**src/rtl/div_unit_pkg.sv**
```systemverilog
// Shared constants, FSM state type and helpers for the iterative divider.
package div_unit_pkg;

  localparam int unsigned DIV_W     = 32;
  localparam int unsigned DIV_CNT_W = 6;
  localparam int unsigned DIV_ITER  = 32;

  localparam logic [DIV_W-1:0] DIV_ZERO_Q = 32'hFFFF_FFFF;

  typedef enum logic [1:0] {
    StIdle,
    StRun,
    StDone
  } div_state_e;

  // Two's complement negate when neg is set; used both to form magnitudes and to restore signs.
  function automatic logic [DIV_W-1:0] cond_neg(input logic [DIV_W-1:0] v, input logic neg);
    return neg ? (DIV_W'(0) - v) : v;
  endfunction

endpackage

```
**src/rtl/div_step.sv**
```systemverilog
// One restoring-division iteration: shift in the next dividend bit, trial subtract, restore.
module div_step
  import div_unit_pkg::*;
(
  input  logic [DIV_W:0]   rem_i,
  input  logic             bit_i,
  input  logic [DIV_W-1:0] divisor_i,
  output logic [DIV_W:0]   rem_o,
  output logic             q_bit_o
);

  logic [DIV_W:0] shifted;
  logic [DIV_W:0] trial;

  always_comb begin
    shifted = {rem_i[DIV_W-1:0], bit_i};
    trial   = shifted - {1'b0, divisor_i};
    // Partial remainder stays below the divisor, so the MSB of the trial is a clean borrow flag.
    q_bit_o = ~trial[DIV_W];
    rem_o   = q_bit_o ? trial : shifted;
  end

endmodule

```
**src/rtl/div_unit.sv**
```systemverilog
// 32-bit signed/unsigned restoring divider, one quotient bit per cycle, MIPS DIV/DIVU semantics.
module div_unit
  import div_unit_pkg::*;
(
  input  logic             clk,
  input  logic             rst,
  input  logic             start,
  input  logic             is_signed,
  input  logic [DIV_W-1:0] dividend,
  input  logic [DIV_W-1:0] divisor,
  output logic             busy,
  output logic             done,
  output logic [DIV_W-1:0] quotient,
  output logic [DIV_W-1:0] remainder,
  output logic             div_by_zero
);

  div_state_e           state_q, state_d;
  logic [DIV_CNT_W-1:0] cnt_q, cnt_d;
  logic [DIV_W:0]       rem_q, rem_d;
  logic [DIV_W-1:0]     quo_q, quo_d;
  logic [DIV_W-1:0]     dvsr_q, dvsr_d;
  logic                 sign_a_q, sign_a_d;
  logic                 sign_b_q, sign_b_d;
  logic                 signed_q, signed_d;
  logic                 dz_q, dz_d;
  logic [DIV_W-1:0]     quotient_q, quotient_d;
  logic [DIV_W-1:0]     remainder_q, remainder_d;
  logic                 dz_out_q, dz_out_d;

  logic [DIV_W:0]       step_rem;
  logic                 step_bit;
  logic                 neg_quo;
  logic                 neg_rem;

  div_step u_div_step (
    .rem_i     (rem_q),
    .bit_i     (quo_q[DIV_W-1]),
    .divisor_i (dvsr_q),
    .rem_o     (step_rem),
    .q_bit_o   (step_bit)
  );

  // Quotient negative when operand signs differ; remainder follows the dividend.
  assign neg_quo = signed_q & (sign_a_q ^ sign_b_q);
  assign neg_rem = signed_q & sign_a_q;

  always_comb begin
    state_d     = state_q;
    cnt_d       = cnt_q;
    rem_d       = rem_q;
    quo_d       = quo_q;
    dvsr_d      = dvsr_q;
    sign_a_d    = sign_a_q;
    sign_b_d    = sign_b_q;
    signed_d    = signed_q;
    dz_d        = dz_q;
    quotient_d  = quotient_q;
    remainder_d = remainder_q;
    dz_out_d    = dz_out_q;

    unique case (state_q)
      StIdle, StDone: begin
        if (start) begin
          state_d  = StRun;
          cnt_d    = '0;
          rem_d    = '0;
          quo_d    = cond_neg(dividend, is_signed & dividend[DIV_W-1]);
          dvsr_d   = cond_neg(divisor, is_signed & divisor[DIV_W-1]);
          sign_a_d = dividend[DIV_W-1];
          sign_b_d = divisor[DIV_W-1];
          signed_d = is_signed;
          dz_d     = (divisor == '0);
        end else begin
          state_d = StIdle;
        end
      end
      StRun: begin
        if (cnt_q == DIV_CNT_W'(DIV_ITER)) begin
          state_d = StDone;
          // A zero divisor leaves the dividend magnitude in the remainder; re-signing restores it.
          quotient_d  = dz_q ? DIV_ZERO_Q : cond_neg(quo_q, neg_quo);
          remainder_d = cond_neg(rem_q[DIV_W-1:0], neg_rem);
          dz_out_d    = dz_q;
        end else begin
          rem_d = step_rem;
          quo_d = {quo_q[DIV_W-2:0], step_bit};
          cnt_d = cnt_q + DIV_CNT_W'(1);
        end
      end
      default: state_d = StIdle;
    endcase
  end

  always_ff @(posedge clk or negedge rst) begin
    if (!rst) begin
      state_q     <= StIdle;
      cnt_q       <= '0;
      rem_q       <= '0;
      quo_q       <= '0;
      dvsr_q      <= '0;
      sign_a_q    <= 1'b0;
      sign_b_q    <= 1'b0;
      signed_q    <= 1'b0;
      dz_q        <= 1'b0;
      quotient_q  <= '0;
      remainder_q <= '0;
      dz_out_q    <= 1'b0;
    end else begin
      state_q     <= state_d;
      cnt_q       <= cnt_d;
      rem_q       <= rem_d;
      quo_q       <= quo_d;
      dvsr_q      <= dvsr_d;
      sign_a_q    <= sign_a_d;
      sign_b_q    <= sign_b_d;
      signed_q    <= signed_d;
      dz_q        <= dz_d;
      quotient_q  <= quotient_d;
      remainder_q <= remainder_d;
      dz_out_q    <= dz_out_d;
    end
  end

  assign busy        = (state_q == StRun);
  assign done        = (state_q == StDone);
  assign quotient    = quotient_q;
  assign remainder   = remainder_q;
  assign div_by_zero = dz_out_q;

endmodule

```
**config.mk**
```make
export PLATFORM = sky130hd
export DESIGN_NAME = div_unit
export DESIGN_NICKNAME = d
export VERILOG_FILES = /design/src/rtl/div_unit_pkg.sv /design/src/rtl/div_step.sv /design/src/rtl/div_unit.sv
export SDC_FILE = /design/constraint.sdc
export NUM_CORES = 1
export LEC_CHECK = 0
export CORE_AREA = 2 2 153 155
export CTS_BUF_LIST = sky130_fd_sc_hd__clkbuf_16
export DETAILED_ROUTE_END_ITERATION = 8
export DIE_AREA = 0 0 155 157
export DONT_BUFFER_PORTS = 1
export PLACE_DENSITY = 0.64
export REMOVE_ABC_BUFFERS = 1
export SYNTH_ARGS = -nofsm -noshare
export SYNTH_HDL_FRONTEND = slang
export SYNTH_SLANG_ARGS = --single-unit
```
**constraint.sdc**
```tcl
create_clock -name clk -period 9.1 [get_ports clk]
set_input_delay 1.82 -clock clk [delete_from_list [all_inputs] [get_ports clk]]
set_output_delay 1.82 -clock clk [all_outputs]
set_load 0.005 [all_outputs]
```
* Yosys cells after proc, flatten, opt, wreduce, memory -nomap -nowiden
Index checks and enable logic that the tools add are counted.
** Cells by class
- Add/subtract/negate cells :: 6
- Equal/unequal tests :: 6
- Muxes and demuxes :: 18
- Bitwise operators :: 6
- Reduce and logical (&&, ||, !) cells :: 7
** Operator list (number)
- $mux 32 :: 10
- $pmux 32 s2 :: 2
- $sub 1x32->32 const A :: 4
- $sub 33x32->33 :: 1
- $logic_not 32->1 :: 1
- $mux 6 :: 2
- $pmux 6 s2 :: 1
- $add 6x1->6 const B :: 1
- $eq 6x6->1 const B :: 1
- $and 1x1->1 :: 4
- $ne 2x2->1 const B :: 2
- $pmux 2 s2 :: 1
- $reduce_and 2->1 :: 2
- $reduce_and 3->1 :: 1
- $eq 2x1->1 const B :: 1
- $eq 2x2->1 const B :: 1
- $logic_not 2->1 :: 1
- $mux 2 :: 1
- $ne 2x1->1 const B :: 1
- $reduce_bool 2->1 :: 1
- $reduce_or 2->1 :: 1
- $mux 1 :: 1
- $not 1->1 :: 1
- $xor 1x1->1 :: 1
** Word-level totals
- Register bits :: 173
- Input bits :: 68
- Output and inout bits :: 67
- Logic and storage cells :: 55

* Longest topological paths before layout
Gate-level depths: netlist (run 1).
- Depth in word-level cells :: 4
- Depth in mapped cells :: 14
- Gate-level depth less buffers :: 12

* By module
Synthesis (run 1) repeated with hierarchy kept, for this count alone.
** Unflattened totals
- Cell total of the unflattened synthesis :: 1477
- Area total of the unflattened synthesis :: 12129.1 um2
** By module, submodules not included
- div_unit :: instances 1, cells each 1117, area an instance 9639.2 um2, seq. area each 4354.2 um2
- div_step :: instances 1, cells each 360, area an instance 2489.9 um2, seq. area each 0.0 um2

* Least setup slack after synthesis (run 1)
No wires, ideal clock.
- Path kind :: input -> register
- From :: in dividend[10]
- To :: reg quo_q[25]
- Library setup time :: 135 ps
- Arrival time :: 3525 ps
- Data required time :: 8965 ps
- Path slack :: 5440 ps
- Cell stages on the path :: 9
- Buffers on the path :: 0
- Path through :: or3_1 -> or3_1 -> nor2_1 -> nand3_1 -> o31ai_1 -> xor2_1 -> nor2_1 -> a21oi_1 -> o21ai_0
** On the way
- Word-level cells in the longest chain between the ends :: 4
** Ends and longest elaborated chain
- start, declared :: RTL line div_unit.sv:9 : input logic [DIV_W-1:0] dividend,
- $sub 1x32->32 :: RTL line div_unit_pkg.sv:18 : return neg ? (DIV_W'(0) - v) : v;
- $mux 32 :: RTL line div_unit_pkg.sv:18
- $mux 32 :: RTL line div_unit.sv:64 : if (start) begin
- $pmux 32 s2 :: RTL line div_unit.sv:62 : unique case (state_q)
- end signal, assigned :: RTL line div_unit.sv:113 : quo_q <= quo_d;
- end, declared :: RTL line div_unit.sv:21 : logic [DIV_W-1:0] quo_q, quo_d;
No other way between the ends. The select of a mux whose other input is x is not followed.
A chain may end at the register's enable or synchronous reset.

* Final worst setup path (run 1)
- From :: in divisor[5]
- To :: reg dvsr_q[23]
** On the way
- Word-level cells in the longest chain between the ends :: 2
** Ends and longest elaborated chain
- start, declared :: RTL line div_unit.sv:10 : input logic [DIV_W-1:0] divisor,
- $sub 1x32->32 :: RTL line div_unit_pkg.sv:18
- $mux 32 :: RTL line div_unit_pkg.sv:18
- end signal, assigned :: RTL line div_unit.sv:114 : dvsr_q <= dvsr_d;
- end, declared :: RTL line div_unit.sv:22 : logic [DIV_W-1:0] dvsr_q, dvsr_d;
No other way between the ends.

==> impl_results.md, run 1 <==
- Worst EP arrival: between 4 and 5 ns
- Synth cell types: 70
- Flops & latches, synth: 173
- Half-perimeter wire length after placement: 19700 um
- Post-Route WL: around 28000 um
- # port buffers: 0
- Post-synth EDFFs: 0
- Critical path cell sequence: nor4_1 > nand2_1 > nor4_1 > nand2_1 > o41ai_1 > xor2_1 > o21ai_0
- Share of Yosys cell area claimed by the top area cell type: 38.9%
- Die Wd: 155 um
- RSZ-0062 raised after global routing: false
- Pre-antenna DRT Iters: 7
- Initial Util: 49.4%
- Storage cell area: 4330 um^2
- Sequential fraction of the synthesis area: between 30% and 40%
- Post-Synthesis Cells: 1337
- Total negative setup slack: 0 ns
- Final Wtd Congestion: 0.911
- Min Clock Period, post-route: 4.01 ns
- Final hold viol count: 0
- Combinational share of power: 56.6%
- Row count: 55
- Worst setup path end: dvsr_q[23]
- Num CTS Buffers: 17
- Internal Power: 2820 uW
- Synthesis Warnings: 0
- GR Overflow Total: 0
- Mapped cell area: 11100 um^2
- Clock buffer depth: 2
- Total global-route track usage: between 20% and 30%
- I/O pin cnt: 135
- Clock network power share: 14.3%
- CTS Root Cell: clkbuf_16
- Worst Path Required: 9.39 ns
- Post-synth top cells: dfrtp_1, nand2_1, a21oi_1, nor2_1, o21ai_0
- Vias in the first global route: ~8.8k
- Final Cell Area: 11800 um^2
- Crit Path Category: input port to register
- Seq pwr share: 29.1%
- F_max: roughly 250 MHz
- Worst setup EP type: register
- Crit path max fanout: 5
- R2r setup slk: approximately 5.2 ns
- Async S/R FF share, synth: 100%
- Postcts setup bufs: 0
- DIE AREA: between 20000 and 25000 um^2
- Sw Pwr: 2330 uW
- Switching share of power: between 40% and 50%
- Average size of a mapped cell: roughly 8.3 um^2
- Average wire per standard cell: 17.8 um
- Slew Viols, Final: 0
- Clock Latency Late Sink: between 0.4 and 0.5 ns
- Area contributors post-synth: dfrtp_1, a21oi_1, xor2_1
- Post-route ant nets: 0
- First-pass GRT wire length: 46100 um
- CTS Hold Buffers Added: 0
- DR iter-0 viols: 677
- Placed Instance Area: roughly 11000 um^2
- Main synth FF type: dfrtp_1
- R2R Path End: rem_q[1]
- Static Leak: ~0.005 uW
- Vias: 9274
- Max-slew headroom: 19.4%
- Crit path launch type: input port
- PwrDens: around 430 nW/um^2
- DRC viols: 0
- Worst-path clk slew: approximately 0.070 ns
- Worst vdd ir: 0.000252 V
- # nets final: 1403
- Final setup viols: 0
- Status: completed
- Area of the multi-input gates: 6310 um^2
- Area leader, netlist: dfrtp_1
- Fillcell total: 2118
- R2R Path Start: rem_q[0]
- Max Cap Viol: 0
- Vias/cell: 5.82
- Cell with the most instances after synthesis: dfrtp_1
- Initial antenna violation count: 0
- CP max stage delay: ~0.9 ns
- Largest net degree at the start of global routing: 174
- Critical path startpoint: divisor[5]
- Min-Delay Path Class: register to register
- Worst Skew: 0.00991 ns
- PostCTS Resize Cnt: 0
- Syn-to-layout area delta: 6.56%
- ANT cells: 0
- Clock sink count: 173
- CTS tree: yes
- Crit-path slowest cell: nor4_1
- H-tree Lvls: 4
- R2R cell count: 12
- Layout cell share with drive strength beyond 1: around 4.3%
- Die Height: 157 um
- Core area: 22500 um^2
- Crit share post-route: ~44%
- Worst-Margin Slew: 1.20 ns
==> registers in the layout (all words and copies together) (netlist names) <==
name / count
remainder: 32
div_by_zero: 1
sign_b_q: 1
dz_q: 1
quotient: 32
quo_q: 32
cnt_q: 6
rem_q: 32
sign_a_q: 1
signed_q: 1
state_q: 2
dvsr_q: 32
==> placed cells by master (no fill, tap or decap), drive strengths merged, types with 18 or more instances in the layout <==
cell,netlist,routed
a21o,18,18
a21oi,160,160
dfrtp,173,173
ha,38,38
inv,55,57
mux2i,24,24
nand2,164,164
nor2,153,153
nor3,29,29
o21ai,118,118
o31ai,24,24
xnor2,71,71
xor2,77,77
==> worst min path at each step <==
| stage | startpoint | end | slack, ns | cells after the start |
|---|---|---|---|---|
| finish | dvsr_q[17] | dvsr_q[17] | 0.48 | 2 |
| global route | dvsr_q[17] | dvsr_q[17] | 0.51 | 2 |
| CTS | dvsr_q[17] | dvsr_q[17] | 0.49 | 2 |
| detailed placement | dvsr_q[17] | dvsr_q[17] | 0.47 | 2 |
| global placement | dvsr_q[3] | dvsr_q[3] | 0.46 | 2 |
| floorplan | dvsr_q[10] | dvsr_q[10] | 0.45 | 2 |
==> layer usage <==
| metal | GRT usage (%) | part of all wire [%] | routed length (um) |
|---|---|---|---|
| met4 | 5.51 | 1.3 | 372 |
| met3 | 6.50 | 6.9 | 1960 |
| met2 | 37.2 | 46 | 13000 |
| met1 | 32.8 | 46 | 13000 |
| met5 | 0 | 0 | 0 |
==> logic make-up after synthesis <==
family,after synthesis,synth area share [%]
AND/OR/NAND/NOR,432,16.9
AO/OA/AOI/OAI,395,21.0
flip-flops,173,38.9
XOR/XNOR,148,11.7
buffers and inverters,123,4.56
adder cells (fa/ha/maj),39,4.46
multiplexers,27,2.47
==> per-stage QoR <==
stage / worst slack [ns] / power [uW] / std cells / util (%) / hold WS (ns)
global route: 4.93 / 5630 / 1593 / 52.6 / 0.507
CTS: 5.14 / 5170 / 1593 / 52.6 / 0.486
finish: 5.09 / 5150 / 1593 / 52.6 / 0.478
floorplan: 3.02 / 3770 / 1269 / - / 0.450
detailed placement: 4.71 / 4400 / 1562 / 50.1 / 0.472
global placement: 4.76 / 4350 / 1562 / 50.1 / 0.463
==> power by group through the flow <==
stage | Combinational (uW) | Sequential [uW] | Clock (uW)
final | 2920 | 1500 | 735
after global routing | 3290 | 1560 | 782
after CTS | 2920 | 1500 | 753
after detailed placement | 2890 | 1510 | 0
after global placement | 2850 | 1500 | 0
after floorplan | 2370 | 1400 | 0
==> worst max-delay path, delay by kind of cell <==
kind | cells | cell delay (ns)
AOI/OAI and AO/OA | 2 | 0.55
xor gates and xnor gates | 1 | 0.16
and+or+nand+nor | 4 | 1.75
==> final cells by class <==
class                           instances  share of cell area (%)
Clock buffer                           17                    3.59
Clock inverter                         14                    1.31
Timing Repair Buffer                    8                   0.507
Multi-Input combinational cell       1041                    53.3
Sequential cell                       173                    36.5
Inverter                               55                    1.74
Tap cell                              285                    3.01
Power figures use the tool's default switching activity.
==> inputs of run 2 (changes only) <==
==> constraint.sdc (replaced) <==
create_clock -name clk -period 4 [get_ports clk]
set_input_delay 0.8 -clock clk [delete_from_list [all_inputs] [get_ports clk]]
set_output_delay 0.8 -clock clk [all_outputs]
set_load 0.005 [all_outputs]
==> run 2 against run 1 <==
Net effect: register-to-register slack lost 4.8 ns; sequential share of layout area shrank 0.18 points; clock skew grew 0.0018 ns; sequential power grew 130%; first-iteration DRC count shrank 6.2%; largest cell class unchanged; power grew 130%; clock-buffer cell count is the same; critical path depth grew 6.
==> impl_results.md, run 2 (synthesis gave the netlist of run 1 again) <==
- Syn-to-layout area delta: 7.08%
- Core area: 22500 um^2 (unchanged)
- Seq pwr share: 28.8% (-0.3 points)
- Vias in the first global route: 8822 (+0.22%)
- Vias/cell: 5.77 (-0.94%)
- Fillcell total: 2126 (+0.38%)
- Worst vdd ir: 0.000430 V (+71%)
- ANT cells: 0 (unchanged)
- Half-perimeter wire length after placement: 19700 um (+0.11%)
- # nets final: 1406 (+0.21%)
- DR iter-0 viols: 635 (-6.2%)
- Crit-path slowest cell: fa_1
- Worst Path Required: 4.34 ns (-5.05 ns)
- H-tree Lvls: 4 (unchanged)
- Final Wtd Congestion: 0.890 (-2.3%)
- Crit Path Category: register to register
- Die Height: 157 um (unchanged)
- RSZ-0062 raised after global routing: false
- Initial Util: 49.4% (unchanged)
- Min-Delay Path Class: input port to async pin
- Max Cap Viol: 0 (unchanged)
- Placed Instance Area: 11300 um^2 (+0.42%)
- Fin Hold WS: 0.0684 ns (-0.410 ns)
- Worst-path clk slew: 0.07 ns (about the same)
- Postcts setup bufs: 0 (unchanged)
- PwrDens: 992 nW/um^2 (+130%)
- Clock buffer depth: 2 (unchanged)
- Status: completed
- Initial antenna violation count: 0 (unchanged)
- DIE AREA: 24300 um^2 (unchanged)
- Largest net degree at the start of global routing: 174 (unchanged)
- Average wire per standard cell: 17.6 um (-0.74%)
- Clock sink count: 173 (unchanged)
- Final setup viols: 0 (unchanged)
- Clock Latency Late Sink: 0.43 ns (about the same)
- Critical path cell sequence: inv_1 > ha_1 > fa_1 > and2b_1 > o2111ai_1 > nand3_1 > a31oi_4 > o21ai_2 > a21oi_1 > o311ai_4 > buf_12 > mux2_1 > o22ai_1
- Static Leak: 0.00513 uW (+0.69%)
- Worst EP arrival: 3.89 ns (-0.40 ns)
- Crit path max fanout: 37 (+32)
- Num CTS Buffers: 17 (unchanged)
- Vias: 9210 (-0.69%)
- Area of the multi-input gates: 6310 um^2 (unchanged)
- Total global-route track usage: 23.7% (about the same)
- Layout cell share with drive strength beyond 1: 4.65% (+0.37 points)
- First-pass GRT wire length: 46500 um (+0.91%)
- CP max stage delay: 0.40 ns (-0.51 ns)
- Switching share of power: 45.6% (+0.35 points)
- CTS tree: yes
- GR Overflow Total: 0 (unchanged)
- DRC viols: 0 (unchanged)
- Pre-antenna DRT Iters: 7 (unchanged)
- Overall Power: 11800 uW (+130%)
- Post-Route WL: 28200 um (-0.49%)
- Most common cell after layout, fill and taps aside: dfrtp_1
- Crit path launch type: register
- F_max: 282 MHz
- Final Cell Area: 11900 um^2 (+0.49%)
- Most frequent cells in the layout: dfrtp_1, nand2_1, a21oi_1
- Final hold viol count: 0 (unchanged)
- Min Clock Period, post-route: 3.55 ns
- Row count: 55 (unchanged)
- Worst setup margin: 0.448 ns (-4.64 ns)
- Worst setup EP type: register
- I/O pin cnt: 135 (unchanged)
- Die Wd: 155 um (unchanged)
- Crit share post-route: 88.8%
- Max-slew headroom: 39.4% (+20 points)
- Slew Viols, Final: 0 (unchanged)
- Clock network power share: 14.4% (about the same)
- Post-route ant nets: 0 (unchanged)
- Worst-Margin Slew: 0.907 ns (-0.291 ns)
- # port buffers: 0 (unchanged)
- CTS Root Cell: clkbuf_16
- Pre-CTS setup slack: 0.524 ns (-4.18 ns)
- CTS Hold Buffers Added: 0 (unchanged)
- Worst Skew: 0.0117 ns (+0.00179 ns)
- Combinational share of power: 56.9% (+0.3 points)
- Internal Power: 6420 uW (+130%)
- Storage cell area: 4330 um^2 (unchanged)
- Sw Pwr: 5390 uW (+130%)
- PostCTS Resize Cnt: 0 (unchanged)
run 2: changes by cell type in the layout (fill, tap and decap cells not counted), sizes merged:
cell      previous run  this run
buf                  8        11
clkinvlp             4         1
inv                 57        61
bufinv               3         2
clkinv               5         6
run 2: final cells by class:
cell class / count / share of cell area (%)
multi-input combinational: 1041 / 53.0
sequential: 173 / 36.4
clock buffer: 17 / 3.57
tap: 285 / 3.00
inverter: 55 / 1.73
clock inverter: 15 / 1.39
timing repair buffer: 11 / 0.904
run 2: worst max-delay path: cells and delay by family, from the launching register on:
| kind | cells | cell delay, ns |
|---|---|---|
| AO/OA/AOI/OAI | 6 | 1.28 |
| adder cells (fa/ha/maj) | 2 | 0.61 |
| buffers and inverters | 2 | 0.35 |
| flip-flops | 1 | 0.38 |
| multiplexers | 1 | 0.35 |
| AND/OR/NAND/NOR | 2 | 0.45 |
run 2: final timing paths:
kind,start,end,slack (ns),cells after the start
min,rst,remainder[18],0.07,0
max,quo_q[31],rem_q[1],0.45,13
min reg2reg,dvsr_q[21],dvsr_q[21],0.48,2
max in group asynchronous,rst,rem_q[5],3.63,0
min in group clk,divisor[31],dz_q,0.46,1
max reg2reg,quo_q[31],rem_q[1],0.45,13
run 2: per-stage QoR:
stage | util [%] | TNS, ns | std cells
after global placement | 50.3 | 0 | 1565
after global routing | 52.9 | 0 | 1597
after detailed placement | 50.3 | 0 | 1565
final | 52.9 | 0 | 1597
after floorplan | - | -48.99 | 1269
after CTS | 52.9 | 0 | 1597
run 2: power by group through the flow:
stage	combinational, uW	sequential [uW]	clock [uW]
6_report	6710	3400	1700
4_1_cts	6690	3390	1730
3_3_place_gp	6530	3390	0
3_5_place_dp	6640	3410	0
5_1_grt	7540	3520	1810
2_1_floorplan	5400	3190	0
run 2: metal layers:
layer  vias up  track usage (%)  share of wire [%]
met2       194             37.2                 45
met3        21             5.42                5.3
met1      4429             33.6                 49
met4         0             5.20                1.0
li1       4566                -                  -
met5         -                0                  0
